==> src/rtl/timer_pkg.sv <==
// timer_pkg: shared state encoding, BCD digit limits and BCD digit-pair
// arithmetic for the MM:SS countdown timer controller.
package timer_pkg;

   // FSM state encoding; 2'd3 is unused and recovers to STOPPED
   localparam logic [1:0] ST_STOPPED = 2'd0;
   localparam logic [1:0] ST_RUN     = 2'd1;
   localparam logic [1:0] ST_EXPIRED = 2'd2;

   localparam logic [2:0] SEC_1_MAX = 3'd5;
   localparam logic [3:0] SEC_0_MAX = 4'd9;
   localparam logic [2:0] MIN_1_MAX = 3'd5;
   localparam logic [3:0] MIN_0_MAX = 4'd9;

   // One two-digit BCD field (tens 0..5, ones 0..9)
   typedef struct packed {
      logic [2:0] tens;
      logic [3:0] ones;
   } bcd_t;

   // +1 with wrap from max back to 00, no carry out
   function automatic bcd_t bcd_inc(input bcd_t v, input logic [2:0] tens_max,
                                    input logic [3:0] ones_max);
      bcd_t r;
      r = v;
      if (v.ones == ones_max) begin
         r.ones = '0;
         r.tens = (v.tens == tens_max) ? 3'd0 : v.tens + 3'd1;
      end else begin
         r.ones = v.ones + 4'd1;
      end
      return r;
   endfunction

   // -1 with wrap from 00 up to max; the caller detects the borrow as v == 0
   function automatic bcd_t bcd_dec(input bcd_t v, input logic [2:0] tens_max,
                                    input logic [3:0] ones_max);
      bcd_t r;
      r = v;
      if (v.ones == 4'd0) begin
         r.ones = ones_max;
         r.tens = (v.tens == 3'd0) ? tens_max : v.tens - 3'd1;
      end else begin
         r.ones = v.ones - 4'd1;
      end
      return r;
   endfunction

endpackage

==> src/rtl/timer_ctrl_btn_event.sv <==
// btn_event: press detector for one debounced active-low button, with
// optional hold-to-repeat.
//   MCLK     in  system clock
//   RESET    in  synchronous active-high reset
//   BT       in  debounced button level, 0 while pressed
//   HOLD_OFF in  forces the repeat counter to 0 (no repeat can start)
//   EVENT    out one-cycle pulse on press and on each repeat
module btn_event #(
   parameter bit          REPEAT_EN    = 1'b0,
   parameter int unsigned REPEAT_DELAY = 12_587_500,
   parameter int unsigned REPEAT_RATE  = 2_517_500
) (
   input  logic MCLK,
   input  logic RESET,
   input  logic BT,
   input  logic HOLD_OFF,
   output logic EVENT
);

   localparam int unsigned CNT_MAX = (REPEAT_DELAY > REPEAT_RATE) ? REPEAT_DELAY : REPEAT_RATE;
   localparam int unsigned CNT_W   = $clog2(CNT_MAX + 1);
   localparam logic [CNT_W-1:0] CNT_SAT   = CNT_W'(CNT_MAX);
   localparam logic [CNT_W-1:0] CNT_DELAY = CNT_W'(REPEAT_DELAY);
   localparam logic [CNT_W-1:0] CNT_RATE  = CNT_W'(REPEAT_RATE);

   logic             r_prev;
   logic [CNT_W-1:0] r_cnt;
   logic             r_rep;
   logic             w_press;
   logic             w_repeat;

   // r_prev resets to 0 so a button held through reset is not a press
   assign w_press = r_prev & ~BT;

   // r_cnt holds cycles since the press (first phase) or since the last
   // repeat (r_rep=1); 0 means no repeat sequence is active
   assign w_repeat = REPEAT_EN & ~BT & ~HOLD_OFF & (r_cnt != '0) &
                     (r_rep ? (r_cnt == CNT_RATE) : (r_cnt == CNT_DELAY));

   assign EVENT = w_press | w_repeat;

   always_ff @(posedge MCLK) begin
      if (RESET) begin
         r_prev <= 1'b0;
      end else begin
         r_prev <= BT;
      end
   end

   always_ff @(posedge MCLK) begin
      if (RESET || BT || HOLD_OFF || !REPEAT_EN) begin
         r_cnt <= '0;
         r_rep <= 1'b0;
      end else if (w_press) begin
         r_cnt <= CNT_W'(1);
         r_rep <= 1'b0;
      end else if (w_repeat) begin
         r_cnt <= CNT_W'(1);
         r_rep <= 1'b1;
      end else if ((r_cnt != '0) && (r_cnt != CNT_SAT)) begin
         r_cnt <= r_cnt + CNT_W'(1);
      end
   end

endmodule

==> src/rtl/timer_ctrl.sv <==
// timer_ctrl: single-clock MM:SS countdown controller. Owns four BCD digits
// and sequences set (STOPPED), countdown (RUN) and alarm (EXPIRED).
//   MCLK, RESET                 clock, synchronous active-high reset
//   TICK                        1 Hz single-cycle pulse
//   BT_START/CLEAR/SEC/MIN      debounced buttons, 0 while pressed
//   MIN_1, MIN_0, SEC_1, SEC_0  BCD digits to the 7-segment decoders
//   RUNNING, ALARM, BLANK       status; BLANK blinks only while EXPIRED
module timer_ctrl
   import timer_pkg::*;
#(
   parameter int unsigned REPEAT_DELAY = 12_587_500,
   parameter int unsigned REPEAT_RATE  = 2_517_500,
   parameter int unsigned BLINK_CYC    = 6_293_750
) (
   input  logic       MCLK,
   input  logic       RESET,
   input  logic       TICK,
   input  logic       BT_START,
   input  logic       BT_CLEAR,
   input  logic       BT_SEC,
   input  logic       BT_MIN,
   output logic [2:0] MIN_1,
   output logic [3:0] MIN_0,
   output logic [2:0] SEC_1,
   output logic [3:0] SEC_0,
   output logic       RUNNING,
   output logic       ALARM,
   output logic       BLANK
);

   localparam int unsigned BLINK_W = $clog2(BLINK_CYC + 1);
   localparam logic [BLINK_W-1:0] BLINK_LAST = BLINK_W'(BLINK_CYC - 1);

   logic [1:0]         r_state;
   bcd_t               r_sec;
   bcd_t               r_min;
   logic               r_running;
   logic               r_alarm;
   logic               r_blank;
   logic [BLINK_W-1:0] r_bcnt;

   logic               w_start;
   logic               w_clear;
   logic               w_sec;
   logic               w_min;
   logic               w_hold_off;

   logic [1:0]         w_state_nxt;
   bcd_t               w_sec_nxt;
   bcd_t               w_min_nxt;
   logic               w_blank_nxt;
   logic [BLINK_W-1:0] w_bcnt_nxt;

   bcd_t               w_sec_dec;
   bcd_t               w_min_dec;
   logic               w_time_zero;
   logic               w_dec_zero;

   assign w_hold_off = (r_state == ST_RUN);

   btn_event #(.REPEAT_EN(1'b0), .REPEAT_DELAY(REPEAT_DELAY), .REPEAT_RATE(REPEAT_RATE))
      u_start (.MCLK(MCLK), .RESET(RESET), .BT(BT_START), .HOLD_OFF(1'b0), .EVENT(w_start));
   btn_event #(.REPEAT_EN(1'b0), .REPEAT_DELAY(REPEAT_DELAY), .REPEAT_RATE(REPEAT_RATE))
      u_clear (.MCLK(MCLK), .RESET(RESET), .BT(BT_CLEAR), .HOLD_OFF(1'b0), .EVENT(w_clear));
   btn_event #(.REPEAT_EN(1'b1), .REPEAT_DELAY(REPEAT_DELAY), .REPEAT_RATE(REPEAT_RATE))
      u_sec (.MCLK(MCLK), .RESET(RESET), .BT(BT_SEC), .HOLD_OFF(w_hold_off), .EVENT(w_sec));
   btn_event #(.REPEAT_EN(1'b1), .REPEAT_DELAY(REPEAT_DELAY), .REPEAT_RATE(REPEAT_RATE))
      u_min (.MCLK(MCLK), .RESET(RESET), .BT(BT_MIN), .HOLD_OFF(w_hold_off), .EVENT(w_min));

   // Countdown by one second; minutes only borrow when seconds were 00
   assign w_sec_dec   = bcd_dec(r_sec, SEC_1_MAX, SEC_0_MAX);
   assign w_min_dec   = (r_sec == '0) ? bcd_dec(r_min, MIN_1_MAX, MIN_0_MAX) : r_min;
   assign w_time_zero = (r_sec == '0) && (r_min == '0);
   assign w_dec_zero  = (w_sec_dec == '0) && (w_min_dec == '0);

   always_comb begin
      w_state_nxt = r_state;
      w_sec_nxt   = r_sec;
      w_min_nxt   = r_min;

      case (r_state)
         ST_STOPPED: begin
            if (w_start && !w_time_zero) begin
               w_state_nxt = ST_RUN;
            end else begin
               if (w_sec) w_sec_nxt = bcd_inc(r_sec, SEC_1_MAX, SEC_0_MAX);
               if (w_min) w_min_nxt = bcd_inc(r_min, MIN_1_MAX, MIN_0_MAX);
            end
         end
         ST_RUN: begin
            // A tick that lands on 00:00 overrides a simultaneous stop
            if (TICK) begin
               w_sec_nxt = w_sec_dec;
               w_min_nxt = w_min_dec;
               if (w_dec_zero)   w_state_nxt = ST_EXPIRED;
               else if (w_start) w_state_nxt = ST_STOPPED;
            end else if (w_start) begin
               w_state_nxt = ST_STOPPED;
            end
         end
         ST_EXPIRED: begin
            if (w_start || w_sec || w_min) w_state_nxt = ST_STOPPED;
         end
         default: begin
            w_state_nxt = ST_STOPPED;
         end
      endcase

      if (w_clear) begin
         w_state_nxt = ST_STOPPED;
         w_sec_nxt   = '0;
         w_min_nxt   = '0;
      end

      // Blink phase restarts on every entry into EXPIRED
      w_blank_nxt = 1'b0;
      w_bcnt_nxt  = '0;
      if ((r_state == ST_EXPIRED) && (w_state_nxt == ST_EXPIRED)) begin
         if (r_bcnt >= BLINK_LAST) begin
            w_blank_nxt = ~r_blank;
            w_bcnt_nxt  = '0;
         end else begin
            w_blank_nxt = r_blank;
            w_bcnt_nxt  = r_bcnt + BLINK_W'(1);
         end
      end
   end

   always_ff @(posedge MCLK) begin
      if (RESET) begin
         r_state   <= ST_STOPPED;
         r_sec     <= '0;
         r_min     <= '0;
         r_running <= 1'b0;
         r_alarm   <= 1'b0;
         r_blank   <= 1'b0;
         r_bcnt    <= '0;
      end else begin
         r_state   <= w_state_nxt;
         r_sec     <= w_sec_nxt;
         r_min     <= w_min_nxt;
         r_running <= (w_state_nxt == ST_RUN);
         r_alarm   <= (w_state_nxt == ST_EXPIRED);
         r_blank   <= w_blank_nxt;
         r_bcnt    <= w_bcnt_nxt;
      end
   end

   assign MIN_1   = r_min.tens;
   assign MIN_0   = r_min.ones;
   assign SEC_1   = r_sec.tens;
   assign SEC_0   = r_sec.ones;
   assign RUNNING = r_running;
   assign ALARM   = r_alarm;
   assign BLANK   = r_blank;

endmodule

==> config.mk <==
export PLATFORM = sky130hd
export DESIGN_NAME = timer_ctrl
export DESIGN_NICKNAME = d
export VERILOG_FILES = /design/src/rtl/timer_pkg.sv /design/src/rtl/timer_ctrl_btn_event.sv /design/src/rtl/timer_ctrl.sv
export SDC_FILE = /design/constraint.sdc
export NUM_CORES = 1
export LEC_CHECK = 0
export ABC_AREA = 1
export CORE_MARGIN = 2
export CORE_UTILIZATION = 35
export DETAILED_ROUTE_END_ITERATION = 16
export RECOVER_POWER = 100
export REMOVE_ABC_BUFFERS = 1
export SLEW_MARGIN = 5
export SYNTH_ARGS = -nofsm -noshare
export SYNTH_HDL_FRONTEND = slang
export SYNTH_SLANG_ARGS = --single-unit
==> constraint.sdc <==
create_clock -name MCLK -period 5.9 [get_ports MCLK]
set_input_delay 0.59 -clock MCLK [delete_from_list [all_inputs] [get_ports MCLK]]
set_output_delay 0.59 -clock MCLK [all_outputs]
set_load 0.1 [all_outputs]
==> reports/results.ini <==
[power_and_ir_drop]
p_clk_share_pct = 43.7
swShare_pct = 27.0
netSwitchingPower_w = 0.000401
vdd_drop_max_mv = 0.190
total_power_w = 0.00149
sequentialPowerShare_pct = 44.6
power.leakage_nw = 2.38
p_int_w = 0.00109
combPwrFrac_pct = 11.7
power_density_mw_per_mm2 = 237

[sta]
drv_slew = 0
post-route-period-util_pct = 61.4
finalClockSkew_ns = 0.00681
worstMarginPinSlew_ns = 1.35
period_needed_ns = 3.62
finalSetupViolCount = 0
fmax_ghz = 0.276
hold_viol_final = 0
slew_headroom_pct = 9.43
fin_tns_setup_ns = 0
rsz0062_at_grt = no

[global_routing]
grt_pass1_wl_um = 22100
grt_max_degree = 24
grt_pass1_vias = 4759
grt_antenna_before_repair = 0
grt-ovfl-total = 0
gr-usage-all-layers_pct = 16.2

[logic_synthesis]
synth.area.top_cells = dfxtp_1, nand2_1, inv_1, nor2_1, a21oi_1
yosysTopAreaCell = dfxtp_1
ys.flop_type = dfxtp_1
synth_edf_count = 0
synth_top_area_share_pct = 34.5
avgSynthCellArea_um2 = 6.73
seq_area_frac_synth_pct = 34.5
synth_cells = 827
ys_ff_latch = 96
yosysWarningCount = 0
syn_area_mm2 = 0.00556
ys_types = 43
ys_async_sr_fraction_pct = 0

[cells_and_area]
stdcell_count = 1071
nets = 863
fill_cells = 1647
fin_util_pct = 39.9
area_growth_pct = 12.7
diodes = 0
stdcell_area_mm2 = 0.00627
drive_gt1_share_pct = 5.73

[worst_setup_path]
critPathKind = reg -> reg
cp-start-kind = register
cp-end-kind = register
arrival_ns = 3.92
r2r-start = r_state[0]$_SDFF_PP0_
reg2reg_to = u_sec.r_cnt[22]$_SDFFE_PP0P_
required_ns = 6.20
r2r_cells = 11
reg2reg_setup_slack_ns = 2.28
critical_path.max_fanout = 22

[clock_network]
cts_max_level = 3
clock-sinks = 96
clock_latency_ns = 0.35
clkTransAtPathRegs_ns = 0.07
cts.repair.resized = 0
cts-buffers-inserted = 9
cts_hold_buf = 0
cts-root-buf = clkbuf_16
post-cts-setup-buffers = 0
cts_tree = yes
clk_path_buf_depth = 2

[die]
die_x_um = 130
pin_count = 24
die_height_um = 130
rows = 46
die-area_mm2 = 0.0169
start_util_pct = 35.4
coreArea_mm2 = 0.0157

[routing]
drt-vias-per-instance = 4.87
wl_per_cell_um = 12.3
drtIter0Drc = 382
route.detailed.drc = 0
wirelength_um = 13100
drtAntennaViolNets = 0
dr.pass1.iters = 5
vias = 5214

[hold_path]
hold_start = r_bcnt[0]$_SDFF_PP0_
whs_endpoint = r_bcnt[0]$_SDFF_PP0_
hp-class = reg -> reg
whs_path_depth = 1

[place]
placed_cells = 1055
dpl_cell_area_mm2 = 0.00600
hpwl_um = 9670
port_buffers = 23
gp_congestion = 0.876

[run]
drv_cap = 0

[status]
status = finished clean

==> power groups by stage <==
stage                     Sequential [W]  Clock [W]  Combinational (W)
after floorplan                 0.000715          0           0.000100
after global routing            0.000665   0.000696           0.000192
after CTS                       0.000663   0.000673           0.000179
after global placement          0.000679          0           0.000178
after detailed placement        0.000679          0           0.000179
final                           0.000664   0.000650           0.000173
==> logic make-up after synthesis <==
group	share of synthesized area, %
adders and majority gates	1.35
xor gates and xnor gates	5.35
buffers and inverters	8.93
AOI/OAI and AO/OA	12.6
and+or+nand+nor	37.3
DFF	34.5
==> layout by cell type, fill, tap and decap left out, drive strengths merged <==
| cell type | n |
|---|---|
| a21oi | 57 |
| o21bai | 1 |
| nand2 | 169 |
| nand3b | 1 |
| o21a | 8 |
| nand4 | 25 |
| nor4 | 22 |
| a21o | 1 |
| a32o | 2 |
| dlygate4sd3 | 18 |
| o21ai | 51 |
| clkdlybuf4s50 | 5 |
| or3 | 1 |
| nor3 | 38 |
| and2 | 1 |
| nor3b | 2 |
| or2 | 2 |
| xnor2 | 8 |
| clkbuf | 11 |
| inv | 111 |
| nor2 | 127 |
| nand3 | 49 |
| xor2 | 26 |
| ha | 6 |
| a22oi | 1 |
| dfxtp | 96 |
| nor4b | 2 |
| and3 | 1 |
| o22ai | 1 |
| a211oi | 2 |
| clkinvlp | 2 |
| bufinv | 2 |
| clkinv | 3 |
| a31oi | 3 |
==> routing by layer <==
metal  up-vias  GRT usage (%)  part of all wire (%)
met3        12           3.28                   4.3
li1       2766              -                     -
met2        98           26.1                    45
met1      2338           21.7                    50
met5         -              0                     0
met4         0           5.19                   1.3
==> Yosys cell counts (2+ instances only) <==
cell,instances
nor4b_1,2
nand2_1,162
o21ai_0,49
a32o_1,2
nor2_1,99
a31oi_1,2
a211oi_1,2
nand4_1,23
nor3_1,37
nor4_1,22
buf_6,4
nand3_1,48
o21a_1,8
or2_2,2
ha_1,6
nor2_4,4
clkbuf_1,8
inv_2,3
nor3b_1,2
nand2_2,4
o21ai_1,2
xor2_1,26
nor2_2,24
a21oi_1,57
xnor2_1,8
nand2_4,3
inv_1,107
dfxtp_1,96
==> final cells by class <==
class	instances	area (µm²)	share of cell area (%)
Multi-Input combinational cell	607	3090	49.3
Sequential cell	96	1920	30.6
Inverter	112	422	6.72
Tap cell	216	270	4.31
Clock buffer	10	239	3.81
Timing Repair Buffer	24	234	3.73
Clock inverter	6	90.1	1.44
==> worst max path at each step <==
| stage | from | to | slack [ns] |
|---|---|---|---|
| global placement | r_state[0]$_SDFF_PP0_ | u_sec.r_cnt[22]$_SDFFE_PP0P_ | 2.89 |
| CTS | r_state[0]$_SDFF_PP0_ | u_sec.r_cnt[22]$_SDFFE_PP0P_ | 2.76 |
| detailed placement | r_state[0]$_SDFF_PP0_ | u_sec.r_cnt[22]$_SDFFE_PP0P_ | 2.79 |
| global route | r_state[0]$_SDFF_PP0_ | u_sec.r_cnt[22]$_SDFFE_PP0P_ | 1.87 |
| finish | r_state[0]$_SDFF_PP0_ | u_sec.r_cnt[22]$_SDFFE_PP0P_ | 2.28 |
| floorplan | MIN_0[2]$_SDFFE_PP0P_ | r_bcnt[0]$_SDFF_PP0_ | 3.31 |
==> critical path, cell delays in order (launching register included) <==
cell     delay, ns
dfxtp_1       0.37
inv_1         0.08
nor2_1        1.01
inv_1         0.40
nand2_1       0.20
nor2_1        0.06
nand2_1       0.05
nor2_1        0.06
nor2_1        0.56
inv_1         0.40
a31oi_1       0.24
o21a_1        0.13
==> state kept, by name (all words and copies together) (netlist names) <==
| signal | flops |
|---|---|
| r_bcnt | 23 |
| RUNNING | 1 |
| BLANK | 1 |
| u_clear.r_prev | 1 |
| u_sec.r_cnt | 24 |
| u_min.r_cnt | 24 |
| u_min.r_rep | 1 |
| SEC_0 | 4 |
| MIN_0 | 4 |
| SEC_1 | 3 |
| ALARM | 1 |
| u_sec.r_prev | 1 |
| u_min.r_prev | 1 |
| u_sec.r_rep | 1 |
| r_state | 2 |
| u_start.r_prev | 1 |
| MIN_1 | 3 |
==> through the flow <==
stage          setup WS [ns]  hold WS, ns
2_1_floorplan           3.31        0.442
3_3_place_gp            2.89        0.466
3_5_place_dp            2.79        0.476
4_1_cts                 2.76        0.492
5_1_grt                 1.87        0.504
6_report                2.28        0.488
Note: power is estimated with default switching activity, not from simulation.
